==> src/rtl/spi_pkg.sv <==
// Shared types and constants for the SPI slave front end.
package spi_pkg;

    localparam int unsigned SYNC_STAGES = 2;

    typedef enum logic [2:0] {
        StIdle,
        StStart,
        StLoad,
        StShift,
        StCommit
    } state_e;

    function automatic int unsigned cnt_width(input int unsigned n);
        return $clog2(n + 1);
    endfunction

endpackage

==> src/rtl/spi_sync.sv <==
// N-stage synchronizer for an asynchronous pin, with optional rise/fall pulses
// taken from one extra flop after the last stage.
module spi_sync
    import spi_pkg::*;
#(
    parameter int unsigned STAGES      = SYNC_STAGES,
    parameter logic        RESET_VAL   = 1'b0,
    parameter bit          EDGE_DETECT = 1'b1
) (
    input  logic clk,
    input  logic rst,
    input  logic d_i,
    output logic q_o,
    output logic rise_o,
    output logic fall_o
);

    logic [STAGES-1:0] sync_q;

    always_ff @(posedge clk) begin
        if (rst) begin
            sync_q <= {STAGES{RESET_VAL}};
        end else begin
            sync_q <= {sync_q[STAGES-2:0], d_i};
        end
    end

    assign q_o = sync_q[STAGES-1];

    if (EDGE_DETECT) begin : g_edge
        logic prev_q;

        always_ff @(posedge clk) begin
            if (rst) begin
                prev_q <= RESET_VAL;
            end else begin
                prev_q <= sync_q[STAGES-1];
            end
        end

        assign rise_o = sync_q[STAGES-1] & ~prev_q;
        assign fall_o = ~sync_q[STAGES-1] & prev_q;
    end else begin : g_no_edge
        assign rise_o = 1'b0;
        assign fall_o = 1'b0;
    end

endmodule

==> src/rtl/spi_slave_driver.sv <==
// Mode-0 SPI slave: swaps one host word for one buffered word per transfer and
// reports frame completion, abort and overflow.
module spi_slave_driver
    import spi_pkg::*;
#(
    parameter  int unsigned DATA_WIDTH = 32,
    parameter  int unsigned BUF_SIZE   = 10,
    localparam int unsigned CNT_W      = cnt_width(BUF_SIZE),
    localparam int unsigned BIT_W      = $clog2(DATA_WIDTH)
) (
    input  logic                  clk,
    input  logic                  rst,
    input  logic                  sclk,
    input  logic                  mosi,
    input  logic                  cs_n,
    output logic                  miso,
    output logic                  buf_rst,
    output logic                  buf_wr,
    output logic [DATA_WIDTH-1:0] buf_wdata,
    input  logic [DATA_WIDTH-1:0] buf_rdata,
    output logic                  busy,
    output logic                  frame_done,
    output logic                  frame_abort,
    output logic                  overflow,
    output logic [CNT_W-1:0]      word_cnt
);

    logic sclk_rise, sclk_fall, cs_rise, cs_fall, mosi_s;
    logic unused_sclk_lvl, unused_cs_lvl, unused_mosi_rise, unused_mosi_fall;

    spi_sync #(.RESET_VAL(1'b0), .EDGE_DETECT(1'b1)) u_sclk_sync (
        .clk    (clk),
        .rst    (rst),
        .d_i    (sclk),
        .q_o    (unused_sclk_lvl),
        .rise_o (sclk_rise),
        .fall_o (sclk_fall)
    );

    // cs_n idles high, so reset the chain high to avoid a false frame start.
    spi_sync #(.RESET_VAL(1'b1), .EDGE_DETECT(1'b1)) u_cs_sync (
        .clk    (clk),
        .rst    (rst),
        .d_i    (cs_n),
        .q_o    (unused_cs_lvl),
        .rise_o (cs_rise),
        .fall_o (cs_fall)
    );

    spi_sync #(.RESET_VAL(1'b0), .EDGE_DETECT(1'b0)) u_mosi_sync (
        .clk    (clk),
        .rst    (rst),
        .d_i    (mosi),
        .q_o    (mosi_s),
        .rise_o (unused_mosi_rise),
        .fall_o (unused_mosi_fall)
    );

    state_e                state_q, state_d;
    logic [DATA_WIDTH-1:0] tx_shift_q, tx_shift_d, rx_shift_q, rx_shift_d;
    logic [BIT_W-1:0]      bit_cnt_q, bit_cnt_d;
    logic [CNT_W-1:0]      word_cnt_q, word_cnt_d;
    logic                  miso_q, miso_d, overflow_q, overflow_d;
    logic                  done_q, done_d, abort_q, abort_d;
    logic                  buf_full;

    assign buf_full = (word_cnt_q == CNT_W'(BUF_SIZE));

    always_comb begin
        state_d    = state_q;
        tx_shift_d = tx_shift_q;
        rx_shift_d = rx_shift_q;
        bit_cnt_d  = bit_cnt_q;
        word_cnt_d = word_cnt_q;
        miso_d     = miso_q;
        overflow_d = overflow_q;
        done_d     = 1'b0;
        abort_d    = 1'b0;
        buf_rst    = 1'b0;
        buf_wr     = 1'b0;

        unique case (state_q)
            StIdle: begin
                miso_d = 1'b0;
                if (cs_fall) begin
                    word_cnt_d = '0;
                    overflow_d = 1'b0;
                    state_d    = StStart;
                end
            end
            StStart: begin
                buf_rst   = 1'b1;
                bit_cnt_d = '0;
                state_d   = StLoad;
            end
            StLoad: begin
                // Once the buffer is full the master only gets zeros back.
                tx_shift_d = buf_full ? '0 : buf_rdata;
                miso_d     = buf_full ? 1'b0 : buf_rdata[DATA_WIDTH-1];
                bit_cnt_d  = '0;
                state_d    = StShift;
            end
            StShift: begin
                if (sclk_rise) begin
                    rx_shift_d = {rx_shift_q[DATA_WIDTH-2:0], mosi_s};
                    if (bit_cnt_q == BIT_W'(DATA_WIDTH - 1)) begin
                        bit_cnt_d = '0;
                        state_d   = StCommit;
                    end else begin
                        bit_cnt_d = bit_cnt_q + 1'b1;
                    end
                end else if (sclk_fall && bit_cnt_q != '0) begin
                    // The trailing fall of the previous word must not consume the new MSB.
                    tx_shift_d = {tx_shift_q[DATA_WIDTH-2:0], 1'b0};
                    miso_d     = tx_shift_q[DATA_WIDTH-2];
                end
            end
            StCommit: begin
                state_d = StLoad;
                if (!buf_full) begin
                    buf_wr     = 1'b1;
                    word_cnt_d = word_cnt_q + 1'b1;
                end else begin
                    overflow_d = 1'b1;
                end
            end
            default: state_d = StIdle;
        endcase

        if (cs_rise && state_q != StIdle) begin
            state_d    = StIdle;
            buf_wr     = 1'b0;
            word_cnt_d = word_cnt_q;
            overflow_d = overflow_q;
            miso_d     = 1'b0;
            if (bit_cnt_q == '0 && (state_q == StShift || state_q == StLoad)) begin
                done_d = 1'b1;
            end else begin
                abort_d = 1'b1;
            end
        end
    end

    always_ff @(posedge clk) begin
        if (rst) begin
            state_q    <= StIdle;
            tx_shift_q <= '0;
            rx_shift_q <= '0;
            bit_cnt_q  <= '0;
            word_cnt_q <= '0;
            miso_q     <= 1'b0;
            overflow_q <= 1'b0;
            done_q     <= 1'b0;
            abort_q    <= 1'b0;
        end else begin
            state_q    <= state_d;
            tx_shift_q <= tx_shift_d;
            rx_shift_q <= rx_shift_d;
            bit_cnt_q  <= bit_cnt_d;
            word_cnt_q <= word_cnt_d;
            miso_q     <= miso_d;
            overflow_q <= overflow_d;
            done_q     <= done_d;
            abort_q    <= abort_d;
        end
    end

    assign miso        = miso_q;
    assign buf_wdata   = rx_shift_q;
    assign busy        = (state_q != StIdle);
    assign frame_done  = done_q;
    assign frame_abort = abort_q;
    assign overflow    = overflow_q;
    assign word_cnt    = word_cnt_q;

endmodule
==> config.mk <==
export PLATFORM = sky130hd
export DESIGN_NAME = spi_slave_driver
export DESIGN_NICKNAME = d
export VERILOG_FILES = /design/src/rtl/spi_pkg.sv /design/src/rtl/spi_sync.sv /design/src/rtl/spi_slave_driver.sv
export SDC_FILE = /design/constraint.sdc
export NUM_CORES = 1
export LEC_CHECK = 0
export BUFFER_PORTS_ARGS = -buffer_cell sky130_fd_sc_hd__clkbuf_2
export CORE_MARGIN = 10
export CORE_UTILIZATION = 49
export DETAILED_ROUTE_END_ITERATION = 7
export PLACE_DENSITY = 0.84
export SLEW_MARGIN = 5
export SYNTH_ARGS = -nofsm -noshare
export SYNTH_HDL_FRONTEND = slang
export SYNTH_SLANG_ARGS = --single-unit
==> constraint.sdc <==
create_clock -name clk -period 1.6 [get_ports clk]
set_input_delay 0 -clock clk [delete_from_list [all_inputs] [get_ports clk]]
set_output_delay 0 -clock clk [all_outputs]
set_load 0.005 [all_outputs]
==> results of run 1 <==
==> metrics by stage <==
step                      setup TNS [ns]  area, um2  total power (uW)
after floorplan                        0       3727              2758
after global placement            -2.171       4325              2878
after detailed placement          -3.355       4325              2906
after CTS                         -4.764       5016              4575
after global routing              -7.817       5388              4900
final                             -5.431       5388              4734
==> repair_timing <==
item                                    in CTS  in global routing
pin swaps                                    3                 45
endpoints found under the setup margin      37                 77
gates cloned                                 4                  3
hold buffers                                30                  3
gates resized for setup                     18                 76
setup buffers                                6                  1
hold endpoints to repair                    30                  3
==> cells in the mapped netlist (2+ instances only) <==
cell       n  share of area, %
nand3b_1   4              0.82
a221oi_1  30               7.1
nor3_2    29               7.9
o31ai_1    2              0.41
buf_2     14               1.9
ha_1       5               1.7
nand2_1   75               7.7
or2_2      4              0.68
o21ai_0    8               1.1
a21oi_1   47               6.4
clkbuf_1  15               1.5
mux2i_1    2              0.54
nor2b_1    8               1.4
inv_1      6              0.61
nand3_1    2              0.27
and3_1     3              0.51
nand2b_1   4              0.68
a211oi_1   3              0.61
buf_6      3              0.92
and3b_1    2              0.48
dfxtp_1   87                47
nor3b_1    2              0.41
a31oi_1    3              0.51
nor2_1    39               4.0
nor3_1     6              0.82
or2_1      2              0.34
==> sequential cells by signal, indices dropped and copies added (netlist names) <==
| signal | count |
|---|---|
| overflow | 1 |
| bit_cnt_q | 5 |
| u_sclk_sync.g_edge.prev_q | 1 |
| u_sclk_sync.sync_q | 2 |
| word_cnt | 4 |
| u_cs_sync.sync_q | 2 |
| buf_wdata | 32 |
| state_q | 3 |
| frame_done | 1 |
| u_cs_sync.g_edge.prev_q | 1 |
| miso | 1 |
| tx_shift_q | 31 |
| frame_abort | 1 |
| u_mosi_sync.sync_q | 2 |
==> layout make-up <==
cell class,instances,area (um2),area share (%)
inverters,6,26.28,0.4877
flip-flops and latches,87,1749,32.47
well taps,99,123.9,2.299
clock buffers,10,137.6,2.555
clock inverters,6,67.56,1.254
repair buffers,146,1102,20.46
multi-input cells,293,2181,40.48
==> worst paths after layout <==
kind	startpoint	end	cells past startpoint	slack, ns
max	bit_cnt_q[0]	tx_shift_q[21]	7	-0.26
min reg2reg	u_cs_sync.sync_q[0]	u_cs_sync.sync_q[1]	1	0.43
max reg2reg	bit_cnt_q[0]	tx_shift_q[21]	7	-0.26
min	rst	tx_shift_q[0]	2	0.08
==> cell families after synthesis <==
| kind of cell | count (synthesis) |
|---|---|
| buffers and inverters | 39 |
| AND/OR/NAND/NOR | 186 |
| flip-flops | 87 |
| multiplexers | 2 |
| adder cells (fa/ha/maj) | 5 |
| AO/OA/AOI/OAI | 97 |
==> per-layer routing <==
metal  vias up  wire length [um]  GRT usage (%)
met3        44               837          5.509
met5         -                 0              0
li1       1723                 -              -
met2       155              6005          31.17
met1      1775              4684          20.39
met4         0               466          7.060
==> where the power goes <==
| part | switching (uW) | total, uW | internal [uW] |
|---|---|---|---|
| logic | 449 | 806 | 357 |
| clock network | 792 | 1560 | 769 |
| registers | 100 | 2370 | 2270 |
==> flow_metrics.tcl, run 1 <==
set metrics [dict create \
    status "finished with violations" \
    violations "setup timing" \
    cts_made_buffers 9 \
    final_common_cell "dfxtp_1" \
    grt_max_degree 45 \
    powerDensity_nw_per_um2 878.7 \
    final-hold-violation-count 0 \
    dp_hpwl_um 6226 \
    cp_data_arrival_time_ns 2.13 \
    wl_per_cell_um 18.54 \
    leakagePower_uw 0.002050 \
    peakVddDrop_mv 0.5947 \
    synth-compound-area-share_pct 17.53 \
    synth-simple-area-share_pct 27.77 \
    worst_path_max_delay_cell "or4b_4" \
    coreArea_um2 7292 \
    async_flop_share_pct 0 \
    setup_ws_ns -0.2598 \
    grt_usage_pct 18.06 \
    syn_area_um2 3676 \
    vias 3697 \
    utilization_pct 73.88 \
    setup_viol 33 \
    die_h_um 106.6 \
    initial_core_util_pct 50.41 \
    finalMaxSlewViolations 0 \
    yosysUniqueCellTypes 37 \
    antenna_found_initial 0 \
    muxShareOfSynthArea_pct 0.5446 \
    drive_above_1_share_pct 44.53 \
    ys_seq_area_share_pct 47.38 \
    die_area_um2 11370 \
    layout_common_cells "81 x dfxtp_1, 77 x clkbuf_2, 74 x nand2_1" \
    syn_inst 416 \
    cp-end-kind "flip-flop" \
    layout.nets 585 \
    drt-initial-drc-count 206 \
    synth-adder-area-share_pct 1.702 \
    grt_pass1_vias 3573 \
    path_class "reg2reg" \
    cts_tree "done" \
    fin_crit_ns 1.860 \
    stdcell_count 647 \
    timing.final.crit_share_pct 116.2 \
    cpLargestDelayFamily "simple AND/OR/NAND/NOR gates" \
    fin_skew_ns 0.009525 \
    dp_slack_ns -0.1499 \
    ys_ff_latch 87 \
    hold_path_class "in2reg" \
    synth_xor_area_share_pct 0 \
    cts.sinks 87 \
    ys.warnings.count 0 \
    rows 31 \
    maxCapViolations 0 \
    gp_congestion 0.8632 \
    grt_first_pass_wirelength_um 17080 \
    critical-path-max-stage-delay_ns 0.49 \
    cts-root-buf "clkbuf_8" \
    first_pass_iters 4 \
    path_max_fanout 8 \
    drc_errors 0 \
    final_antenna_net_count 0 \
    path_buf_inv 2 \
    post_drt_via_cell_ratio 5.714 \
    worstSkewPairLatency_ns 0.36 \
    synth_top_family_by_area "simple AND/OR/NAND/NOR gates" \
    syn_nets 458 \
    placed_cells 587 \
    cp_cell_sequence "inv_2, ha_4, or4b_4, a2bb2oi_4, buf_8, a221oi_2, nor3_2" \
    finalWirelength_um 11990 \
    timing.hold.ws_ns 0.08388 \
    htree_num_levels 3 \
    max_slew_margin_pct 65.95 \
    max_freq_ghz 0.5377 \
    fillCellCount 486 \
    io_pins 80 \
    ys.flop_type "dfxtp_1" \
    die_x_um 106.6 \
    tightestPinTransition_ns 0.5085 \
    rsz0062_at_grt "yes" \
    synth_edf_count 0 \
    crit_required_ns 1.87 \
    syn_to_final_growth_pct 46.56 \
    synth_area_per_cell_um2 8.837 \
    diodes 0 \
    grt-ovfl-total 0 \
    clk_pin_slew_worst_paths_ns 0.09 \
    start_kind "flip-flop" \
    port_buffers 79 \
    clockBufferDepth 2 \
]
(Power assumes the default switching activity.)
==> run 2: changes to the inputs <==
--- a/config.mk
+++ b/config.mk
@@ -7,9 +7,9 @@
 export LEC_CHECK = 0
 export BUFFER_PORTS_ARGS = -buffer_cell sky130_fd_sc_hd__clkbuf_2
 export CORE_MARGIN = 10
-export CORE_UTILIZATION = 49
+export CORE_UTILIZATION = 54
 export DETAILED_ROUTE_END_ITERATION = 7
-export PLACE_DENSITY = 0.84
+export PLACE_DENSITY = 0.87
 export SLEW_MARGIN = 5
 export SYNTH_ARGS = -nofsm -noshare
 export SYNTH_HDL_FRONTEND = slang
==> constraint.sdc (replaced) <==
create_clock -name clk -period 2 [get_ports clk]
set_input_delay 0 -clock clk [delete_from_list [all_inputs] [get_ports clk]]
set_output_delay 0 -clock clk [all_outputs]
set_load 0.005 [all_outputs]
==> run 2 against run 1 <==
Net effect:
- die area down 7.6%
- setup slack better by 0.43 ns
- design area down 14%
- cell count down 7.4%
- maximum frequency up 1.8%
- the run ends with hold timing left
- clock skew about the same
- critical endpoint is now tx_shift_q[12]
==> flow_metrics.tcl, run 2 (synthesis results as in run 1) <==
set metrics [dict create \
    grt_usage_pct 17.03 \
    diodes 0 \
    worstSkewPairLatency_ns 0.35 \
    post_dp_cell_area_um2 4131 \
    rsz0062_at_grt "no" \
    maxCapViolations 0 \
    fin_skew_ns 0.009432 \
    final_antenna_net_count 0 \
    final_common_cell "dfxtp_1" \
    max_freq_ghz 0.5476 \
    cts_made_buffers 9 \
    drive_above_1_share_pct 28.13 \
    worst_path_max_delay_cell "or4b_4" \
    drc_errors 0 \
    gp_congestion 0.8020 \
    max_slew_margin_pct 53.20 \
    cts.sinks 87 \
    cp-end-kind "flip-flop" \
    coreArea_um2 6719 \
    crit_required_ns 2.28 \
    largest_register_ffs 32 \
    drt-initial-drc-count 153 \
    powerDensity_nw_per_um2 770.5 \
    grt_first_pass_wirelength_um 14680 \
    hold_path_class "in2reg" \
    power_frac_seq_pct 52.0 \
    power_uw 3575 \
    post_drt_via_cell_ratio 5.588 \
    grt_pass1_vias 3151 \
    fillCellCount 518 \
    syn_to_final_growth_pct 26.21 \
    leakagePower_uw 0.001841 \
    path_class "reg2reg" \
    clockBufferDepth 2 \
    clkPwrFrac_pct 35.4 \
    layout_common_cells "87 x dfxtp_1, 78 x clkbuf_2, 75 x nand2_1" \
    grt-ovfl-total 0 \
    cp_data_arrival_time_ns 2.10 \
    setup_viol 0 \
    timing.hold.ws_ns -0.001045 \
    layout.nets 556 \
    sw_frac_of_total_pct 24.75 \
    io_pins 80 \
    wl_per_cell_um 14.94 \
    dp_hpwl_um 5824 \
    tightestPinTransition_ns 0.7009 \
    antenna_found_initial 0 \
    violations "hold timing" \
    path_max_fanout 31 \
    netSwitchingPower_uw 884.7 \
    fin_crit_ns 1.826 \
    critical-path-max-stage-delay_ns 0.52 \
    port_buffers 79 \
    start_kind "flip-flop" \
    final-hold-violation-count 1 \
    htree_num_levels 3 \
    die_h_um 102.5 \
    status "finished with violations" \
    initial_core_util_pct 54.71 \
    cts-root-buf "clkbuf_8" \
    finalWirelength_um 8948 \
    die_x_um 102.5 \
    vias 3347 \
    utilization_pct 69.05 \
    cpLargestDelayFamily "simple AND/OR/NAND/NOR gates" \
    timing.final.crit_share_pct 91.31 \
    peakVddDrop_mv 0.5476 \
    first_pass_iters 5 \
    rows 30 \
    clk_pin_slew_worst_paths_ns 0.08 \
    final_cell_area_um2 4639 \
    cts_tree "done" \
    grt_max_degree 39 \
    path_buf_inv 2 \
    p_comb_share_pct 12.6 \
    die_area_um2 10510 \
    p_int_uw 2690 \
    cp_cell_sequence "inv_1, ha_1, or4b_4, a2bb2oi_4, buf_12, a221oi_1, nor3_2" \
    finalMaxSlewViolations 0 \
]
-- run 2: layout make-up --
| type | count | area (um2) | share of cell area (%) |
|---|---|---|---|
| Clock buffer | 14 | 172.7 | 3.722 |
| Sequential cell | 87 | 1742 | 37.54 |
| Inverter | 6 | 22.52 | 0.4854 |
| Timing Repair Buffer | 120 | 788.3 | 16.99 |
| Multi-Input combinational cell | 290 | 1777 | 38.30 |
| Tap cell | 80 | 100.1 | 2.157 |
| Clock inverter | 2 | 37.54 | 0.8091 |
-- run 2: worst paths after layout --
check	depth (start not counted)	to	slack [ns]	from
max	7	tx_shift_q[12]	0.17	bit_cnt_q[0]
min	3	tx_shift_q[24]	-0.001	buf_rdata[24]
max reg2reg	7	tx_shift_q[12]	0.17	bit_cnt_q[0]
min reg2reg	1	u_cs_sync.sync_q[1]	0.41	u_cs_sync.sync_q[0]
-- run 2: power by group through the flow --
stage	combinational, uW	clock (uW)	sequential, uW
finish	451	1270	1860
global route	500	1360	1870
CTS	449	1290	1860
detailed placement	402	0	1900
global placement	389	0	1890
floorplan	301	0	1880
-- run 2: worst min-delay path, cell delays in order --
cell,delay (ns)
clkbuf_2,0.08
a221oi_1,0.08
nor3_2,0.14
-- run 2: layer usage --
| layer | GRT usage (%) | wire, um |
|---|---|---|
| met4 | 7.158 | 155 |
| met1 | 22.03 | 3881 |
| met3 | 5.094 | 705 |
| met2 | 25.81 | 4205 |
| met5 | 0 | 0 |
-- run 2: stage by stage --
stage	hold WS (ns)	TNS (ns)	instances	worst slack [ns]
finish	-0.001045	0	599	0.1739
global route	0.02262	0	599	0.01032
floorplan	0.1038	0	416	0.3362
detailed placement	0.2046	-4.368	555	-0.1752
global placement	0.1973	-2.619	555	-0.1097
CTS	0.0008490	0	599	0.05443
-- run 2: repair_timing --
action / in CTS / in global routing
hold buffers: 28 / 0
endpoints found under the setup margin: 30 / 30
hold endpoints to repair: 28 / 0
setup buffers: 0 / 0
gates resized for setup: 1 / 1
